--- src/rtl/rf_wb_arbiter_pkg.sv ---
// Shared constants and types for the register-file write-back front end.
package rf_wb_arbiter_pkg;
  localparam int DW = 32;
  localparam int AW = 5;
  localparam logic [AW-1:0] REG_ZERO = 5'd0;

  // Which source owns the write port this cycle
  typedef enum logic [1:0] {
    SRC_NONE = 2'd0,
    SRC_ALU  = 2'd1,
    SRC_FIFO = 2'd2
  } wb_src_e;
endpackage

--- src/rtl/rf_wb_arbiter_wb_fifo.sv ---
// In-order FIFO for long-latency results; count is registered so full/empty
// are clean flop outputs usable as a ready signal.
module wb_fifo #(
  parameter int W     = 37,
  parameter int DEPTH = 2
) (
  input  logic         clk,
  input  logic         rst,
  input  logic         push,
  input  logic         pop,
  input  logic [W-1:0] din,
  output logic [W-1:0] dout,
  output logic         full,
  output logic         empty
);
  localparam int PW = (DEPTH > 1) ? $clog2(DEPTH) : 1;
  localparam int CW = $clog2(DEPTH + 1);

  logic [DEPTH-1:0][W-1:0] mem;
  logic [PW-1:0]           wr_ptr, rd_ptr;
  logic [CW-1:0]           count;

  assign full  = (count == CW'(DEPTH));
  assign empty = (count == '0);
  assign dout  = mem[rd_ptr];

  // DEPTH is a power of two, so pointers wrap by natural overflow
  always_ff @(posedge clk) begin
    if (rst) begin
      wr_ptr <= '0;
      rd_ptr <= '0;
      count  <= '0;
    end else begin
      if (push) begin
        mem[wr_ptr] <= din;
        wr_ptr      <= wr_ptr + 1'b1;
      end
      if (pop) rd_ptr <= rd_ptr + 1'b1;
      case ({push, pop})
        2'b10:   count <= count + 1'b1;
        2'b01:   count <= count - 1'b1;
        default: count <= count;
      endcase
    end
  end
endmodule

--- src/rtl/rf_wb_arbiter.sv ---
// Register-file write-port arbiter: ALU results vs buffered long-latency
// results, plus the per-register busy scoreboard used for RAW stalls.
module rf_wb_arbiter
  import rf_wb_arbiter_pkg::*;
#(
  parameter int DW    = rf_wb_arbiter_pkg::DW,
  parameter int AW    = rf_wb_arbiter_pkg::AW,
  parameter int DEPTH = 2
) (
  input  logic          clk,
  input  logic          rst,
  input  logic          alu_valid,
  input  logic [AW-1:0] alu_rd,
  input  logic [DW-1:0] alu_data,
  output logic          alu_hold,
  input  logic          iss_valid,
  input  logic [AW-1:0] iss_rd,
  input  logic          lu_valid,
  output logic          lu_ready,
  input  logic [AW-1:0] lu_rd,
  input  logic [DW-1:0] lu_data,
  output logic          wb_wen,
  output logic [AW-1:0] wb_waddr,
  output logic [DW-1:0] wb_wdata,
  input  logic [AW-1:0] q_r1,
  input  logic [AW-1:0] q_r2,
  output logic          q_busy1,
  output logic          q_busy2,
  output logic          haz_err
);
  localparam int NREG = 1 << AW;
  localparam logic [AW-1:0] RZ = AW'(REG_ZERO);

  logic            fifo_full, fifo_empty, push, pop;
  logic [AW-1:0]   head_rd;
  logic [DW-1:0]   head_data;
  wb_src_e         src;
  logic [AW-1:0]   sel_rd;
  logic [DW-1:0]   sel_data;
  logic [NREG-1:0] busy, busy_nxt;
  logic            haz_nxt;

  assign lu_ready = !fifo_full;
  assign push     = lu_valid && !fifo_full;
  assign pop      = (src == SRC_FIFO);

  wb_fifo #(.W(AW + DW), .DEPTH(DEPTH)) u_fifo (
    .clk   (clk),
    .rst   (rst),
    .push  (push),
    .pop   (pop),
    .din   ({lu_rd, lu_data}),
    .dout  ({head_rd, head_data}),
    .full  (fifo_full),
    .empty (fifo_empty)
  );

  // A full FIFO outranks the ALU so long results cannot starve behind it
  always_comb begin
    src      = SRC_NONE;
    alu_hold = 1'b0;
    if (alu_valid && fifo_full) begin
      src      = SRC_FIFO;
      alu_hold = 1'b1;
    end else if (alu_valid) begin
      src = SRC_ALU;
    end else if (!fifo_empty) begin
      src = SRC_FIFO;
    end
    sel_rd   = (src == SRC_ALU) ? alu_rd   : head_rd;
    sel_data = (src == SRC_ALU) ? alu_data : head_data;
  end

  // Set is applied after clear so a same-register set wins
  always_comb begin
    busy_nxt = busy;
    if (pop && head_rd != RZ) busy_nxt[head_rd] = 1'b0;
    if (iss_valid && iss_rd != RZ) busy_nxt[iss_rd] = 1'b1;
    busy_nxt[0] = 1'b0;
    haz_nxt = (iss_valid && iss_rd != RZ && busy[iss_rd]) ||
              (src == SRC_ALU && alu_rd != RZ && busy[alu_rd]);
  end

  assign q_busy1 = (q_r1 != RZ) && busy[q_r1];
  assign q_busy2 = (q_r2 != RZ) && busy[q_r2];

  always_ff @(posedge clk) begin
    if (rst) begin
      busy     <= '0;
      wb_wen   <= 1'b0;
      wb_waddr <= '0;
      wb_wdata <= '0;
      haz_err  <= 1'b0;
    end else begin
      busy    <= busy_nxt;
      haz_err <= haz_nxt;
      // $0 writes are consumed but never reach the register file
      if (src != SRC_NONE && sel_rd != RZ) begin
        wb_wen   <= 1'b1;
        wb_waddr <= sel_rd;
        wb_wdata <= sel_data;
      end else begin
        wb_wen <= 1'b0;
      end
    end
  end
endmodule

--- config.mk ---
export PLATFORM = sky130hd
export DESIGN_NAME = rf_wb_arbiter
export DESIGN_NICKNAME = d
export VERILOG_FILES = /design/src/rtl/rf_wb_arbiter_pkg.sv /design/src/rtl/rf_wb_arbiter_wb_fifo.sv /design/src/rtl/rf_wb_arbiter.sv
export SDC_FILE = /design/constraint.sdc
export NUM_CORES = 1
export LEC_CHECK = 0
export ABC_CLOCK_PERIOD_IN_PS = 5800
export BUFFER_PORTS_ARGS = -buffer_cell sky130_fd_sc_hd__buf_4
export CORE_UTILIZATION = 55
export DETAILED_ROUTE_END_ITERATION = 12
export PLACE_DENSITY = 0.8
export SYNTH_ARGS = -nofsm -noshare
export SYNTH_HDL_FRONTEND = slang
export SYNTH_SLANG_ARGS = --single-unit
export TNS_END_PERCENT = 20
--- constraint.sdc ---
create_clock -name clk -period 5.8 [get_ports clk]
set_clock_uncertainty 0.05 [all_clocks]
set_input_delay 0.87 -clock clk [delete_from_list [all_inputs] [get_ports clk]]
set_output_delay 0.87 -clock clk [all_outputs]
set_load 0.02 [all_outputs]
# --- Word-level counts from Yosys, hierarchy flattened ---
# Cells that the tools add are included.
totals:
  ff_bits: 149
  word_cells: 86
op_classes:
  bitwise: 4
  reduce_logical: 25
  muxes: 27
  order_cmp: 10
  n_eq_ne: 5
  add_sub_neg: 4
op_table:
  columns: ["cell", "count"]
  rows:
  - ["37-bit two-way mux", 3]
  - ["32-bit two-way mux", 3]
  - ["74-bit bitwise mux", 1]
  - ["37-bit demux with 1-bit select", 1]
  - ["32-bit bitwise AND", 1]
  - ["32-bit NOT", 1]
  - ["32-bit bitwise OR", 1]
  - ["5-bit by 6-bit < comparator with 1-bit output, second input constant", 5]
  - ["5-bit nonzero test", 6]
  - ["1-bit binary-select mux with 5-bit select", 4]
  - ["1-bit logical AND", 13]
  - ["1-bit demux with 5-bit select", 2]
  - ["5-bit by 1-bit greater-or-equal comparator with 1-bit output, second input constant", 2]
  - ["1-bit two-way mux", 8]
  - ["2-bit == test, second input constant", 3]
  - ["2-bit two-way mux", 3]
  - ["5-bit two-way mux", 1]
  - ["2-bit by 1-bit == test with 1-bit output, second input constant", 2]
  - ["1-bit by 2-bit < comparator with 1-bit output, second input constant", 2]
  - ["2-bit one-hot mux with 2 select lines", 1]
  - ["2-bit nonzero test", 2]
  - ["1-bit adder, second input constant", 2]
  - ["2-bit by 1-bit adder with 2-bit output, second input constant", 1]
  - ["2-bit zero test", 1]
  - ["other kinds (6)", 6]

# --- Logic depth before layout (Yosys ltp) ---
# Gate-level depths: netlist of run 1.
depth:
  word_depth: 11
  depth_mapped: 8
  mapped_depth_nobuf: 6

# --- Modules after synthesis ---
# From an unflattened synthesis of run 1, not the netlist that was laid out.
hier_totals:
  hier_cells: 565
  area_unflattened_um2: 6914.1
by_module_without_submodules:
  columns: ["mod", "cells_per_inst", "seq_area_each_um2", "area_per_inst_um2", "n_inst"]
  rows:
  - ["rf_wb_arbiter", 430, 1401.3, 4066.4, 1]
  - ["wb_fifo", 135, 2302.2, 2847.7, 1]

# --- Worst setup path before layout of run 1 ---
# OpenSTA, ideal clock, no wires.
synth_timing:
  path_kind: "input to register"
  from: "input rst"
  to: "register u_fifo.mem[37] in the netlist's numbering, enable pin"
  n_path_buf: 2
  setup_time_ps: 485
  path_slack_ps: 1295
  path_stages: 3
  t_arrival_ps: 3969
  cell_sequence: "clkbuf_1 clkbuf_1 nor3b_1"
synth_between:
  elab_chain_cells: 2
synth_rtl:
  columns: ["item", "line", "source"]
  rows:
  - ["from (decl)", "rf_wb_arbiter.sv:11", "input logic rst,"]
  - ["1-bit NOT (no source line)", null, null]
  - ["2-bit AND reduction (no source line)", null, null]
  - ["to (signal, indexed assignment)", "rf_wb_arbiter_wb_fifo.sv:35", "mem[wr_ptr] <= din;"]
  - ["to (decl)", "rf_wb_arbiter_wb_fifo.sv:19", "logic [DEPTH-1:0][W-1:0] mem;"]
# No other way between the ends.
# A chain may end at the register's enable or synchronous reset.

# --- Final worst setup path of run 1 ---
layout_timing:
  from: "input q_r2[0]"
  to: "output q_busy2"
layout_between:
  elab_chain_cells: 3
  word_cells_on_any_way: 4
layout_rtl:
  columns: ["item", "line", "source"]
  rows:
  - ["from (decl)", "rf_wb_arbiter.sv:26", "input logic [AW-1:0] q_r2,"]
  - ["1-bit binary-select mux with 5-bit select", "rf_wb_arbiter.sv:85", "assign q_busy2 = (q_r2 != RZ) && busy[q_r2];"]
  - ["1-bit two-way mux (implied by the code)", "rf_wb_arbiter.sv:85", null]
  - ["1-bit logical AND *", "rf_wb_arbiter.sv:85", null]
  - ["to (decl)", "rf_wb_arbiter.sv:28", "output logic q_busy2,"]
# Mark *: on every way between the ends. The rest lies on a longest branch, timed or not. The select of a mux whose other input is x is not followed.

==> run summary, run 1 <==
Ports: 137
Sequential Area: 3705 sq um
Hold bufs inserted after CTS: 0
Post-synthesis sequential area ratio: 53.29%
Wire length per cell: 19.62 microns
Clk slew on worst S/H paths: 0.06 ns
Pin slew with the least headroom to its limit: 0.8354 ns
Crit Path Max Fanout: 9
DP Area: 8018 sq um
Post-layout net count: 824
Worst-Skew Late Latency: 0.42 ns
Vias in the first global route: 5360
Vias: 5507
Global-route wire length before repair: 27570 microns
Setup bufs post-CTS: 0
Outcome: finished, final reports clean
Worst Path Arrival: 2.47 ns
Worst hold start: wb_waddr[2]$_SDFFE_PP0P_
Initial antenna violation count: 0
Die ar.: 13090 sq um
Die outline width: 114.4 microns
Max-capacitance violation count: 0
Final ANT Viol Nets: 0
CP Launch Type: input port
Setup repair after global routing missed its margin: no
Fillers: 864
Tot Pwr: 3.399 mW
Area of the multi-input gates: 3029 sq um
GRT Resource Usage Total: 28.14%
Share of layout cells above drive strength 1: 30.19%
Critical Path Sink Type: output pin
Ys Warns: 0
Core footprint: 12160 sq um
Req. time, crit path: 4.88 ns
CTS buffer count: 17
Gr ovfl total: 0
FP Rows: 40
Syn-to-layout area delta: 24.00%
Pleak: 3.129 nW
Asr flop ratio synth: 0%
# setup viols final: 0
Maximum clock insertion buffer count: 2
Min Hold Slack: 0.3995 ns
N_diodes: 0
Initial DRC Count: 523
Starting Density: 57.14%
Final Hold Fails: 0
Peak supply drop: 0.0002687 V
CP Class: input port to output pin
Yosys cell types: 41
Post-DP HPWL: 12050 microns
Slew Viols, Final: 0
Largest net degree at the start of global routing: 78
Mapped Cells: 613
Routability congestion estimate: 0.8778
Syn Area/Cell: 11.34 sq um
Reg2Reg Launch Point: u_fifo.rd_ptr$_SDFFE_PP0P_
Period utilization: 58.47%
Number of synthesized flops with an enable pin: 74
Clock sinks: 148
H-tree depth: 4
Design Area, Final: 8617 sq um
Mapped cell area: 6949 sq um
Post-Syn Nets: 708
Primary FF master, synth: edfxtp_1
Port Buffers: 136
Worst Setup SP: q_r2[0]
Worst min-delay path class: register to register
Crit path time final: 3.391 ns
Die height: 114.4 microns
Slew HR: 44.19%
Vias per cell: 6.052
#FFs+latches synth: 148
CTS tree: done
Setup_tns: 0 ns
Peak Freq: 0.2949 GHz
Final WL: 17850 microns
TritonRoute pass-1 iters: 5
PostCTS Resize Cnt: 0
Pwr/cell area: 394.5 nW/um^2
CTS root buf: clkbuf_16
# DRC: 0
-- critical path, stage by stage --
cell,delay [ns]
buf_4,0.18
mux4_2,0.52
mux4_2,0.47
mux2_2,0.28
buf_4,0.16
-- sequential cells by signal, indices dropped and copies added (netlist names) --
signal         count
u_fifo.wr_ptr      1
busy              31
u_fifo.mem        74
u_fifo.rd_ptr      1
wb_wdata          32
u_fifo.count       2
haz_err            1
wb_waddr           5
wb_wen             1
-- per-stage QoR --
step / utilization, % / setup slack, ns / cells
6_report: 70.85 / 2.409 / 910
5_1_grt: 70.85 / 2.341 / 910
4_1_cts: 70.85 / 2.397 / 910
3_5_place_dp: 65.93 / 2.397 / 878
3_3_place_gp: 65.93 / 2.417 / 878
2_1_floorplan: - / 1.296 / 613
-- Yosys cell counts, drive strengths merged (2+ instances only) --
master / number / area, sq um
nand2: 122 / 457.9
or3: 2 / 12.51
inv: 2 / 7.510
and2: 3 / 18.77
a221oi: 4 / 35.03
nor3b: 4 / 35.03
nor2: 15 / 56.30
nor2b: 2 / 12.51
o211ai: 36 / 270.3
nand4: 3 / 18.77
nor3: 7 / 40.04
mux2i: 42 / 420.4
dfxtp: 74 / 1481
clkbuf: 26 / 97.59
buf: 19 / 135.1
edfxtp: 74 / 2222
mux2: 12 / 135.1
o22ai: 5 / 31.28
o31ai: 9 / 67.56
xnor2: 2 / 17.52
nand3b: 2 / 15.01
or2: 2 / 12.51
o32a: 2 / 20.02
a21oi: 68 / 340.3
nand2b: 6 / 37.54
mux4: 32 / 720.7
xor2: 2 / 17.52
o21ai: 28 / 140.1
-- cells in the final DEF, fill, tap and decap left out, types with 2 or more instances in the layout --
cell / netlist / routed
a21oi_1: 68 / 68
mux2i_1: 42 / 42
inv_1: 2 / 2
nor3_1: 6 / 5
clkinv_2: 0 / 2
edfxtp_1: 74 / 74
nor3b_2: 1 / 2
nor2_1: 15 / 15
and2_1: 3 / 3
o21ai_0: 28 / 28
clkinv_1: 0 / 2
o32a_1: 2 / 2
nand2b_1: 6 / 6
buf_4: 4 / 142
a221oi_1: 4 / 4
inv_6: 0 / 2
xor2_1: 2 / 2
o211ai_1: 36 / 36
o22ai_1: 5 / 5
mux4_2: 32 / 32
or3_1: 2 / 2
mux2_2: 12 / 12
bufinv_16: 0 / 3
nand4_1: 3 / 3
clkinvlp_4: 0 / 3
or2_2: 2 / 2
nor3b_1: 3 / 2
clkbuf_16: 0 / 17
o31ai_1: 9 / 9
nand2_1: 122 / 121
nor3_2: 1 / 2
dfxtp_1: 74 / 73
nor2b_1: 2 / 2
nand3b_1: 2 / 2
xnor2_1: 2 / 2
-- metal layers --
layer	global-route usage [%]	vias to the layer above	wire, microns
met4	12.12	0	317
met1	36.02	2643	7107
met3	7.253	35	1691
li1	-	2535	-
met2	45.49	294	8734
met5	0	-	0
-- power by group --
group	internal, mW	leakage, nW	switching, mW
clock	0.686	0.285	0.426
sequential	1.24	1.29	0.0841
combinational	0.384	1.56	0.578
-- worst paths after layout --
path | endpoint | slack, ns | cells after the start
worst max-delay path | q_busy2 | 2.41 | 5
worst min-delay path | wb_waddr[2]$_SDFFE_PP0P_ | 0.40 | 2
worst max register to register | wb_wdata[20]$_SDFFE_PP0P_ | 3.05 | 6
worst min register to register | wb_waddr[2]$_SDFFE_PP0P_ | 0.40 | 2
-- area by class of cell --
type | instances | area share (%)
sequential | 148 | 42.99
multi-input combinational | 418 | 35.15
timing repair buffer | 142 | 12.37
clock buffer | 19 | 5.140
tap | 168 | 2.439
clock inverter | 13 | 1.815
inverter | 2 | 0.08712
-- cell families (layout without fill, tap and decap cells) --
family / count (synthesis) / count (layout) / synth area share, %
buf+inv: 47 / 176 / 3.457
fa+ha+maj: 1 / 1 / 0.1800
simple gates: 171 / 171 / 10.60
mux: 86 / 86 / 18.37
xor+xnor: 4 / 4 / 0.5042
compound gates: 156 / 156 / 13.59
flops: 148 / 148 / 53.29
Power figures use the tool's default switching activity.
==> inputs of run 2 (changes only) <==
--- a/config.mk
+++ b/config.mk
@@ -5,11 +5,11 @@
 export SDC_FILE = /design/constraint.sdc
 export NUM_CORES = 1
 export LEC_CHECK = 0
-export ABC_CLOCK_PERIOD_IN_PS = 5800
+export ABC_CLOCK_PERIOD_IN_PS = 2900
 export BUFFER_PORTS_ARGS = -buffer_cell sky130_fd_sc_hd__buf_4
-export CORE_UTILIZATION = 55
+export CORE_UTILIZATION = 50
 export DETAILED_ROUTE_END_ITERATION = 12
-export PLACE_DENSITY = 0.8
+export PLACE_DENSITY = 0.76
 export SYNTH_ARGS = -nofsm -noshare
 export SYNTH_HDL_FRONTEND = slang
 export SYNTH_SLANG_ARGS = --single-unit
==> constraint.sdc (replaced) <==
create_clock -name clk -period 2.9 [get_ports clk]
set_clock_uncertainty 0.05 [all_clocks]
set_input_delay 0.435 -clock clk [delete_from_list [all_inputs] [get_ports clk]]
set_output_delay 0.435 -clock clk [all_outputs]
set_load 0.02 [all_outputs]
==> run 2 against run 1 <==
Compared with the run above:
- non-clock buffer count rose by 4
- routed wire length is 1.8% lower
- via count shrank 0.62%
- combinational power rose by 100%
- register-to-register slack worse by 2.4 ns
- worst hold slack got worse by 0.25 ns
==> run summary, run 2 (synthesized netlist as in run 1, its figures left out) <==
Worst Setup SP: busy[27]$_SDFF_PP0_
FP Rows: 42
Vias: 5473
Routability congestion estimate: 0.8927
Initial antenna violation count: 0
Syn-to-layout area delta: 24.79%
# DRC: 0
Worst Path Arrival: 2.19 ns
Internal Power: 4.633 mW
Peak supply drop: 0.0004782 V
CP Launch Type: register
WP buf/inv: 1
Final Hold Fails: 0
Port Buffers: 136
Clock share of power: 32.4%
Clock sinks: 148
Worst min-delay path class: input port to register
Post-layout net count: 828
Wl on met1: 7017 microns
Pleak: 3.146 nW
Maximum clock insertion buffer count: 2
Vias per cell: 5.936
Largest reg by FF count: u_fifo.mem
Max reg flops: 74
Peak Freq: 0.3742 GHz
Regs by FF count: u_fifo.mem: 74 flops, wb_wdata: 32 flops, busy: 31 flops
Ports: 137
Worst hold start: lu_data[0]
TritonRoute pass-1 iters: 5
CP max stage delay: 0.49 ns
Req. time, crit path: 2.41 ns
CTS buffer count: 17
CTS tree: done
Met3 wire len: 1569 microns
CTS root buf: clkbuf_16
Max-capacitance violation count: 0
Die outline width: 119.9 microns
Initial DRC Count: 526
Final ANT Viol Nets: 0
Critical Path Sink Type: output pin
Fillers: 1042
N_diodes: 0
Post-DP HPWL: 12510 microns
Period utilization: 92.15%
Layout Cells excl Fill: 922
Setup_tns: 0 ns
H-tree depth: 4
Crit path time final: 2.672 ns
CP max stage cell: mux4_2
CP Class: register to output pin
Setup bufs post-CTS: 0
Most common cell after layout, fill and taps aside: buf_4
Sw frac: 31.62%
Area of the multi-input gates: 3035 sq um
Min Hold Slack: 0.1469 ns
Slew HR: 50.35%
Final WL: 17530 microns
Clk slew on worst S/H paths: 0.06 ns
GRT Resource Usage Total: 25.26%
Pin slew with the least headroom to its limit: 0.7432 ns
Crit Path Max Fanout: 5
Gr ovfl total: 0
Starting Density: 51.86%
P_sw: 2.142 mW
Global-route wire length before repair: 27570 microns
Post-layout util: 64.72%
PostCTS Resize Cnt: 0
Critical path cell sequence: mux4_2 -> mux4_2 -> mux2_2 -> buf_4
Flop pwr share: 39.0%
Outcome: finished, final reports clean
Hold bufs inserted after CTS: 0
Share of layout cells above drive strength 1: 30.43%
Setup repair after global routing missed its margin: no
Largest net degree at the start of global routing: 48
Sequential Area: 3705 sq um
Top layer in use: met4
Core footprint: 13400 sq um
Reg2Reg Launch Point: u_fifo.rd_ptr$_SDFFE_PP0P_
Crit path top cell by count: mux4_2
Crit path max-delay family: multiplexers
Pwr/cell area: 781.2 nW/um^2
Slew Viols, Final: 0
Die ar.: 14370 sq um
Vias in the first global route: 5398
Worst-Skew Late Latency: 0.42 ns
# setup viols final: 0
Met2 wire length: 8555 microns
Inst Count DP: 890
Die height: 119.9 microns
Most frequent cells in the layout: buf_4 (145), nand2_1 (121), edfxtp_1 (74)
Wire length per cell: 19.02 microns
Power share of the combinational group: 28.6%
## run 2: cell types whose count changed in the layout (fill, tap and decap cells not counted)
cell        delta
clkinvlp_4     +1
buf_4          +3
clkinv_1       -2
clkbuf_1       +3
nor3b_4        +1
clkinv_2       -2
nor3b_2        -1
buf_12         +1
inv_6          -2
clkbuf_8       -1
clkinv_4       +3
## run 2: path summary, 6_finish.rpt
check        depth (start not counted)  slack, ns                       end
max                                  4       0.23                   q_busy1
min                                  1       0.15  u_fifo.mem[37]$_DFFE_PP_
min reg2reg                          2       0.40  wb_waddr[2]$_SDFFE_PP0P_
max reg2reg                          6       0.63  wb_wdata[8]$_SDFFE_PP0P_
## run 2: area by class of cell
class,count,share of cell area [%]
well taps,176,2.539
clock inverters,11,1.789
flip-flops and latches,148,42.72
repair buffers,146,12.78
clock buffers,21,5.079
inverters,2,0.08657
multi-input cells,418,35.00
## run 2: power by group through the flow
stage / logic [mW] / registers, mW / clock network [mW]
2_1_floorplan: 1.19 / 2.81 / 0
3_3_place_gp: 1.89 / 2.67 / 0
3_5_place_dp: 1.94 / 2.68 / 0
4_1_cts: 1.95 / 2.64 / 2.23
5_1_grt: 2.09 / 2.68 / 2.31
6_report: 1.94 / 2.64 / 2.19
## run 2: routing by layer
layer | up-vias | track usage, %
met5 | - | 0
met4 | 0 | 10.86
met3 | 36 | 6.797
met2 | 273 | 41.11
met1 | 2631 | 31.68
li1 | 2533 | -
## run 2: stage by stage
stage | instance area, sq um | power, mW | worst slack, ns
6_report | 8672 | 6.775 | 0.2276
5_1_grt | 8672 | 7.075 | 0.1826
4_1_cts | 8672 | 6.817 | 0.2195
3_5_place_dp | 8077 | 4.624 | 0.3607
3_3_place_gp | 8077 | 4.561 | 0.3831
2_1_floorplan | 6954 | 3.994 | -1.077
